File: src/rtl/cpu_pkg.sv
// Shared definitions for the instruction memory: controller state encoding
// and the built-in boot image used to initialise memory after reset.
package cpu_pkg;

    typedef enum logic [1:0] {
        INIT = 2'd0,
        RUN  = 2'd1,
        LOAD = 2'd2
    } state_t;

    localparam int unsigned BOOT_WORDS = 12;

    // Boot image word for a given index. The value is returned as 32 bits and
    // the caller truncates or zero-extends it to its own data width.
    function automatic int unsigned boot_word(input int unsigned idx);
        int unsigned w;
        w = 0;
        case (idx)
            0:  w = 0;
            1:  w = 2;
            2:  w = 4;
            3:  w = 16;
            4:  w = 32;
            5:  w = 64;
            6:  w = 128;
            7:  w = 255;
            8:  w = 0;
            9:  w = 100;
            10: w = 0;
            11: w = 200;
            default: w = 0;
        endcase
        return w;
    endfunction

endpackage

File: src/rtl/ins_mem_ctrl_if.sv
// Fetch and program-load signal bundle between a CPU/loader (master) and the
// instruction memory controller (slave).
//
// Fetch handshake: the master raises fetch_req with fetch_addr. The request is
// taken on a rising edge only while fetch_ready=1. Every taken request yields
// exactly one fetch_valid pulse on the following cycle. There is no
// back-pressure on the response, and a request made while fetch_ready=0 is
// dropped, not queued.
interface ins_mem_ctrl_if #(
    parameter int DATA_W = 8,
    parameter int ADDR_W = 4
);
    logic              fetch_req;
    logic [ADDR_W-1:0] fetch_addr;
    logic              fetch_ready;
    logic              fetch_valid;
    logic [DATA_W-1:0] fetch_instr;
    logic              fetch_err;
    logic              prog_start;
    logic              prog_wr;
    logic [DATA_W-1:0] prog_data;
    logic              prog_last;
    logic              prog_busy;
    logic [ADDR_W:0]   prog_count;
    logic              init_done;

    modport master (
        output fetch_req, fetch_addr, prog_start, prog_wr, prog_data, prog_last,
        input  fetch_ready, fetch_valid, fetch_instr, fetch_err,
               prog_busy, prog_count, init_done
    );

    modport slave (
        input  fetch_req, fetch_addr, prog_start, prog_wr, prog_data, prog_last,
        output fetch_ready, fetch_valid, fetch_instr, fetch_err,
               prog_busy, prog_count, init_done
    );
endinterface

File: src/rtl/ins_mem_ctrl_array.sv
// Instruction storage: one write port and one registered read port, with no
// reset, so that it maps onto block RAM.
module ins_mem_ctrl_array #(
    parameter int DATA_W = 8,
    parameter int ADDR_W = 4,
    parameter int DEPTH  = 16
) (
    input  logic              clk,
    input  logic              we,
    input  logic [ADDR_W-1:0] waddr,
    input  logic [DATA_W-1:0] wdata,
    input  logic              re,
    input  logic [ADDR_W-1:0] raddr,
    output logic [DATA_W-1:0] rdata
);
    logic [DATA_W-1:0] mem [DEPTH];

    // Synchronous write; the controller only issues in-range addresses.
    always_ff @(posedge clk) begin
        if (we) mem[waddr] <= wdata;
    end

    // Registered read; rdata holds its value between reads.
    always_ff @(posedge clk) begin
        if (re) rdata <= mem[raddr];
    end
endmodule

File: src/rtl/ins_mem_ctrl.sv
// Instruction memory controller: self-initialises from the boot image after
// reset, serves single-cycle-latency fetches in RUN, and accepts streamed
// program loads in LOAD.
module ins_mem_ctrl
    import cpu_pkg::*;
#(
    parameter int DATA_W = 8,
    parameter int ADDR_W = 4,
    parameter int DEPTH  = 16
) (
    input  logic                 clk,
    input  logic                 rst,
    ins_mem_ctrl_if.slave        bus,
    output state_t               dbg_state
);
    localparam int unsigned     DEPTH_U  = DEPTH;
    localparam int unsigned     LAST_U   = DEPTH - 1;
    localparam logic [ADDR_W:0] DEPTH_W  = DEPTH_U[ADDR_W:0];
    localparam logic [ADDR_W:0] LAST_IDX = LAST_U[ADDR_W:0];

    state_t            state, state_nxt;
    logic [ADDR_W:0]   init_cnt;
    logic [ADDR_W:0]   prog_count;
    logic              init_done;
    logic              fetch_valid, fetch_err, have_data;
    logic              fetch_acc, fetch_oob, load_wr;
    logic              we, re;
    logic [ADDR_W-1:0] waddr;
    logic [DATA_W-1:0] wdata, rdata;

    // prog_start wins over a same-cycle fetch; the fetch is simply dropped.
    assign fetch_oob = {1'b0, bus.fetch_addr} >= DEPTH_W;
    assign fetch_acc = (state == RUN) && bus.fetch_req && !bus.prog_start;
    assign load_wr   = (state == LOAD) && bus.prog_wr && (prog_count < DEPTH_W);
    assign re        = fetch_acc && !fetch_oob;

    // Next-state logic and write-port steering (boot image in INIT, loader in LOAD).
    always_comb begin
        state_nxt = state;
        we        = 1'b0;
        waddr     = '0;
        wdata     = '0;
        case (state)
            INIT: begin
                we    = 1'b1;
                waddr = init_cnt[ADDR_W-1:0];
                wdata = DATA_W'(boot_word(32'(init_cnt)));
                if (init_cnt == LAST_IDX) state_nxt = RUN;
            end
            RUN: begin
                if (bus.prog_start) state_nxt = LOAD;
            end
            LOAD: begin
                we    = load_wr;
                waddr = prog_count[ADDR_W-1:0];
                wdata = bus.prog_data;
                if (bus.prog_wr && bus.prog_last) state_nxt = RUN;
            end
            default: state_nxt = INIT;
        endcase
    end

    // State register.
    always_ff @(posedge clk or posedge rst) begin
        if (rst) state <= INIT;
        else     state <= state_nxt;
    end

    // Boot counter and sticky init-complete flag.
    always_ff @(posedge clk or posedge rst) begin
        if (rst) begin
            init_cnt  <= '0;
            init_done <= 1'b0;
        end else if (state == INIT) begin
            init_cnt <= init_cnt + 1'b1;
            if (init_cnt == LAST_IDX) init_done <= 1'b1;
        end
    end

    // Load pointer, which doubles as the count of words written; saturates at DEPTH.
    always_ff @(posedge clk or posedge rst) begin
        if (rst)                                 prog_count <= '0;
        else if (state == RUN && bus.prog_start) prog_count <= '0;
        else if (load_wr)                        prog_count <= prog_count + 1'b1;
    end

    // Fetch response registers; have_data masks the unreset RAM output until a real read.
    always_ff @(posedge clk or posedge rst) begin
        if (rst) begin
            fetch_valid <= 1'b0;
            fetch_err   <= 1'b0;
            have_data   <= 1'b0;
        end else begin
            fetch_valid <= fetch_acc;
            if (fetch_acc) begin
                fetch_err <= fetch_oob;
                have_data <= have_data | !fetch_oob;
            end
        end
    end

    ins_mem_ctrl_array #(
        .DATA_W (DATA_W),
        .ADDR_W (ADDR_W),
        .DEPTH  (DEPTH)
    ) u_array (
        .clk   (clk),
        .we    (we),
        .waddr (waddr),
        .wdata (wdata),
        .re    (re),
        .raddr (bus.fetch_addr),
        .rdata (rdata)
    );

    assign bus.fetch_ready = (state == RUN);
    assign bus.prog_busy   = (state != RUN);
    assign bus.prog_count  = prog_count;
    assign bus.init_done   = init_done;
    assign bus.fetch_valid = fetch_valid;
    assign bus.fetch_err   = fetch_err;
    assign bus.fetch_instr = (have_data && !fetch_err) ? rdata : '0;
    assign dbg_state       = state;
endmodule

File: src/flat_wrapper.sv
// flat-port wrapper written by rule: the top's interface ports become plain ports
module ins_mem_ctrl_flat import cpu_pkg::*;
#(
    parameter int DATA_W = 8,
    parameter int ADDR_W = 4,
    parameter int DEPTH  = 16
)
  (clk, rst, dbg_state, bus_fetch_req, bus_fetch_addr, bus_prog_start, bus_prog_wr, bus_prog_data, bus_prog_last, bus_fetch_ready, bus_fetch_valid, bus_fetch_instr, bus_fetch_err, bus_prog_busy, bus_prog_count, bus_init_done);
  ins_mem_ctrl_if #(.DATA_W(DATA_W), .ADDR_W(ADDR_W)) bus_i ();
  input  logic clk;
  input  logic rst;
  output state_t dbg_state;
  input wire logic [$bits(bus_i.fetch_req)-1:0] bus_fetch_req;
  input wire logic [$bits(bus_i.fetch_addr)-1:0] bus_fetch_addr;
  input wire logic [$bits(bus_i.prog_start)-1:0] bus_prog_start;
  input wire logic [$bits(bus_i.prog_wr)-1:0] bus_prog_wr;
  input wire logic [$bits(bus_i.prog_data)-1:0] bus_prog_data;
  input wire logic [$bits(bus_i.prog_last)-1:0] bus_prog_last;
  output wire logic [$bits(bus_i.fetch_ready)-1:0] bus_fetch_ready;
  output wire logic [$bits(bus_i.fetch_valid)-1:0] bus_fetch_valid;
  output wire logic [$bits(bus_i.fetch_instr)-1:0] bus_fetch_instr;
  output wire logic [$bits(bus_i.fetch_err)-1:0] bus_fetch_err;
  output wire logic [$bits(bus_i.prog_busy)-1:0] bus_prog_busy;
  output wire logic [$bits(bus_i.prog_count)-1:0] bus_prog_count;
  output wire logic [$bits(bus_i.init_done)-1:0] bus_init_done;
  assign bus_i.fetch_req = bus_fetch_req;
  assign bus_i.fetch_addr = bus_fetch_addr;
  assign bus_i.prog_start = bus_prog_start;
  assign bus_i.prog_wr = bus_prog_wr;
  assign bus_i.prog_data = bus_prog_data;
  assign bus_i.prog_last = bus_prog_last;
  assign bus_fetch_ready = bus_i.fetch_ready;
  assign bus_fetch_valid = bus_i.fetch_valid;
  assign bus_fetch_instr = bus_i.fetch_instr;
  assign bus_fetch_err = bus_i.fetch_err;
  assign bus_prog_busy = bus_i.prog_busy;
  assign bus_prog_count = bus_i.prog_count;
  assign bus_init_done = bus_i.init_done;
  ins_mem_ctrl #(.DATA_W(DATA_W), .ADDR_W(ADDR_W), .DEPTH(DEPTH)) u_core (.clk(clk), .rst(rst), .bus(bus_i), .dbg_state(dbg_state));
endmodule
File: config.mk
export PLATFORM = sky130hd
export DESIGN_NAME = ins_mem_ctrl_flat
export DESIGN_NICKNAME = d
export VERILOG_FILES = /design/src/rtl/cpu_pkg.sv /design/src/rtl/ins_mem_ctrl_if.sv /design/src/rtl/ins_mem_ctrl_array.sv /design/src/rtl/ins_mem_ctrl.sv /design/src/flat_wrapper.sv
export SDC_FILE = /design/constraint.sdc
export NUM_CORES = 1
export LEC_CHECK = 0
export CORE_UTILIZATION = 55
export CTS_CLUSTER_DIAMETER = 30
export DETAILED_ROUTE_END_ITERATION = 12
export PLACE_DENSITY = 0.73
export SYNTH_ARGS = -nofsm -noshare
export SYNTH_HDL_FRONTEND = slang
export SYNTH_SLANG_ARGS = --single-unit
File: constraint.sdc
create_clock -name clk -period 3 [get_ports clk]
set_clock_uncertainty 0.1 [all_clocks]
set_input_delay 0.6 -clock clk [delete_from_list [all_inputs] [get_ports clk]]
set_output_delay 0.6 -clock clk [all_outputs]
set_load 0.005 [all_outputs]
==> summary.md <==
| Metric | Value |
|---|---|
| Number of port buffers | 36 |
| Setup repair after global routing missed its margin | no |
| Clk pin slew, worst setup/hold paths | around 60 ps |
| Ratio of cells with drive above 1 in the final layout | 18.00% |
| Family with the most delay on the worst path | flip-flops |
| Sum of net half-perimeters after detailed placement | 7618 um |
| Mean post-synth cell area | 17.53 um^2 |
| Worst endpoint required time | between 2000 and 2500 ps |
| Flop-to-flop setup slack | between 500 and 600 ps |
| Max-slew violations | 0 |
| Overall overflow remaining after global route | 0 |
| Net count, final | ~450 |
| Post-route clock period utilization | approximately 91% |
| Total of max-cap violations | 0 |
| Series of cell instances along the critical path | nor2_1 -> inv_1 -> clkdlybuf4s50_1 |
| Total buffers and inverters traversed by the critical path | 2 |
| Setup Total Neg Slack | 0 ps |
| Global-route track usage on met3 | slightly below 6% |
| Slowest library cell on the worst path | sky130_fd_sc_hd__dfrtp_1 |
| Final Util | 68.93% |
| Most used flip-flop cell after synthesis | sky130_fd_sc_hd__edfxtp_1 |
| R2r worst-path depth | 4 |
| Total of warnings raised by yosys | 0 |
| Relative max-transition margin | 30.81% |
| Maximum level of the CTS H-tree | 4 |
| Commonest non-fill, non-tap cells in the layout | 136 x sky130_fd_sc_hd__edfxtp_1, 35 x sky130_fd_sc_hd__clkdlybuf4s50_1, 27 x sky130_fd_sc_hd__nor2_1 |
| Final Hold Violating Endpoints | 0 |
| Cells taking the most area after synthesis | sky130_fd_sc_hd__edfxtp_1 64%, sky130_fd_sc_hd__mux4_2 6.4%, sky130_fd_sc_hd__dfrtp_1 5.9% |
| Total GRT Usage | 23.30% |
| Floorplan row count | 38 |
| Core Region | around 11000 um^2 |
| Number of nets with antenna violations after routing | 0 |
| Most crowded layer after global routing | met2 |
| # DRC | 0 |
| Worst setup startpoint | u_core.dbg_state[1] |
| GRT met2 Usage | a little over a third |
| Vias in the first global route | 3396 |
| Root Buffer Master | sky130_fd_sc_hd__clkbuf_16 |
| Setup violation total in the final timing report | 0 |
| R2R Path Start | u_core.init_cnt[2] |
| Antenna cell count | 0 |
| Starting DRC count in detailed routing | about 330 |
| Post-CTS setup repair buffer count | 0 |
| Initial antenna violation count | 0 |
| Post-layout power | around 7.2 mW |
| Portion of synthesized cell area occupied by the leading cell type | about 64% |
| Sequential cell area fraction in the yosys report | between 70 and 80% |
| Top-level I/O count | 38 |
| Pin count of the biggest net entering global routing | 33 |
| Full die area | 11970 um^2 |
| Die outline height | ~110 um |
| Slew at the pin closest to its max-slew limit | around 1000 ps |
| Worst hold margin | 378.2 ps |
| Number of vias after detailed routing | roughly 3.4k |
| Mapped Area | around 6300 um^2 |
| Initial core utilization | 57.52% |
| Number of buffers on the longest clock path | 2 |
| Startpoint types | register |
| Width of the die | between 100 and 150 um |
| Time the final worst path needs with I/O delays and setup | between 2000 and 3000 ps |
| Syn_nets | roughly 390 |
| Unique cell type count in the Yosys netlist | 47 |
| Number of synthesized flops with an enable pin | 136 |
| Fillers | about 730 |
| Layout overhead on the synthesized area | 19.84% |
| Wirelength, routed | between 10000 and 15000 um |
| PD cells | about 940 nW/um^2 |
| Cell taking the most area after synthesis | sky130_fd_sc_hd__edfxtp_1 |
| Worst Setup End Kind | output port |
| Total leakage power | between 2 and 3 nW |
| TritonCTS buffer count | 17 |
| Maximum net fanout on the critical path | 24 |
| Worst Setup Path Type | reg2out |
| Global-route wire length before repair | between 15000 and 20000 um |
| First-pass detailed-route iteration total | 4 |
| CTS tree | yes |
| Run status | finished, final reports clean |
| Last element of the critical path | bus_prog_busy |
| CTS Sinks | approximately 150 |
| GRT met1 Usage | between 30% and 40% |
| Most common cell after layout, fill and taps aside | sky130_fd_sc_hd__edfxtp_1 |
| WL/cell | 21.15 um |
| Type of the worst min-delay path | reg2reg |
| Post-DR vias/cell | roughly 5.9 |
| Worst VDD drop | between 0.5 and 0.6 mV |
| Crit path largest cell delay | just under 800 ps |
| Worst EP arrival | roughly 2000 ps |
| Reg-to-reg endpoint | u_core.u_array.mem[13][2] |
| Post-CTS Hold Buffers | 0 |
| Post-synthesis instance total | 362 |
| Stages on worst setup path | 3 |
| Placer's final routability congestion estimate | around 0.77 |
| Non-Filler Instances | a little under 600 |
| Clock Latency Late Sink | 420 ps |
| Number of instances resized during post-cts repair | 0 |
| Achievable clock frequency | ~370 MHz |
| Fraction of registers with async set or reset after synthesis | 9.934% |
| # placed instances | 547 |
| Synth Register Bits | between 150 and 200 |
## flip-flops by register name, summed over array words and instances (netlist names)
| signal | flops |
|---|---|
| u_core.u_array.rdata | 8 |
| u_core.dbg_state | 2 |
| u_core.have_data | 1 |
| u_core.bus.prog_count | 5 |
| u_core.u_array.mem | 128 |
| u_core.bus.init_done | 1 |
| u_core.bus.fetch_valid | 1 |
| u_core.init_cnt | 5 |
## routing by layer
| layer | vias up | share of wire [%] |
|---|---|---|
| met3 | 13 | 6.8 |
| met5 | - | 0 |
| met1 | 1688 | 43 |
| met2 | 120 | 49 |
| met4 | 0 | 1.3 |
| li1 | 1575 | - |
## cell usage after synthesis, types with 4 or more instances
master	n
sky130_fd_sc_hd__a21oi_1	13
sky130_fd_sc_hd__a22oi_1	16
sky130_fd_sc_hd__and2_1	10
sky130_fd_sc_hd__buf_2	6
sky130_fd_sc_hd__dfrtp_1	15
sky130_fd_sc_hd__edfxtp_1	136
sky130_fd_sc_hd__ha_1	7
sky130_fd_sc_hd__inv_1	8
sky130_fd_sc_hd__mux4_1	14
sky130_fd_sc_hd__mux4_2	18
sky130_fd_sc_hd__nand2_1	20
sky130_fd_sc_hd__nor2_1	27
sky130_fd_sc_hd__o211ai_1	4
sky130_fd_sc_hd__o21ai_0	9
sky130_fd_sc_hd__xnor2_1	4
## where the power goes
| group | switching [mW] | internal (mW) |
|---|---|---|
| combinational | 0.953 | 0.702 |
| clock | 0.795 | 1.42 |
| sequential | 0.267 | 3.02 |
## logic make-up (layout without fill, tap and decap cells)
group,Yosys count,after routing,share of synthesized area (%)
buffers and inverters,26,103,2.426
adders and majority gates,7,7,1.380
xor gates and xnor gates,4,4,0.5521
muxes,35,35,12.68
AOI/OAI and AO/OA,50,50,5.206
and+or+nand+nor,88,88,7.415
other,1,1,0.05910
DFF,151,151,70.28
## area by class of cell
type	instances	area [um^2]	share of cell area, %
clock inverters	11	173.9	2.287
multi-input cells	185	1732	22.77
repair buffers	63	583.1	7.668
inverters	8	30.03	0.3949
clock buffers	21	450.4	5.924
flip-flops and latches	151	4459	58.65
well taps	140	175.2	2.304
## metrics by stage
step	worst slack, ps	area (um^2)
after floorplan	773.2	6345
after global placement	437.9	6979
after detailed placement	398.6	6979
after CTS	264.9	7604
after global routing	136.8	7604
final	275.5	7604
## how the worst min path moves through the flow
stage	endpoint	startpoint	slack [ps]	depth (start not counted)
6_report	u_core.bus.init_done	u_core.bus.init_done	380	1
5_1_grt	u_core.bus.init_done	u_core.bus.init_done	390	1
4_1_cts	u_core.bus.init_done	u_core.bus.init_done	380	1
3_5_place_dp	u_core.bus.init_done	u_core.bus.init_done	360	1
3_3_place_gp	u_core.bus.init_done	u_core.bus.init_done	340	1
2_1_floorplan	u_core.bus.init_done	u_core.bus.init_done	350	1
(Power assumes the default switching activity.)
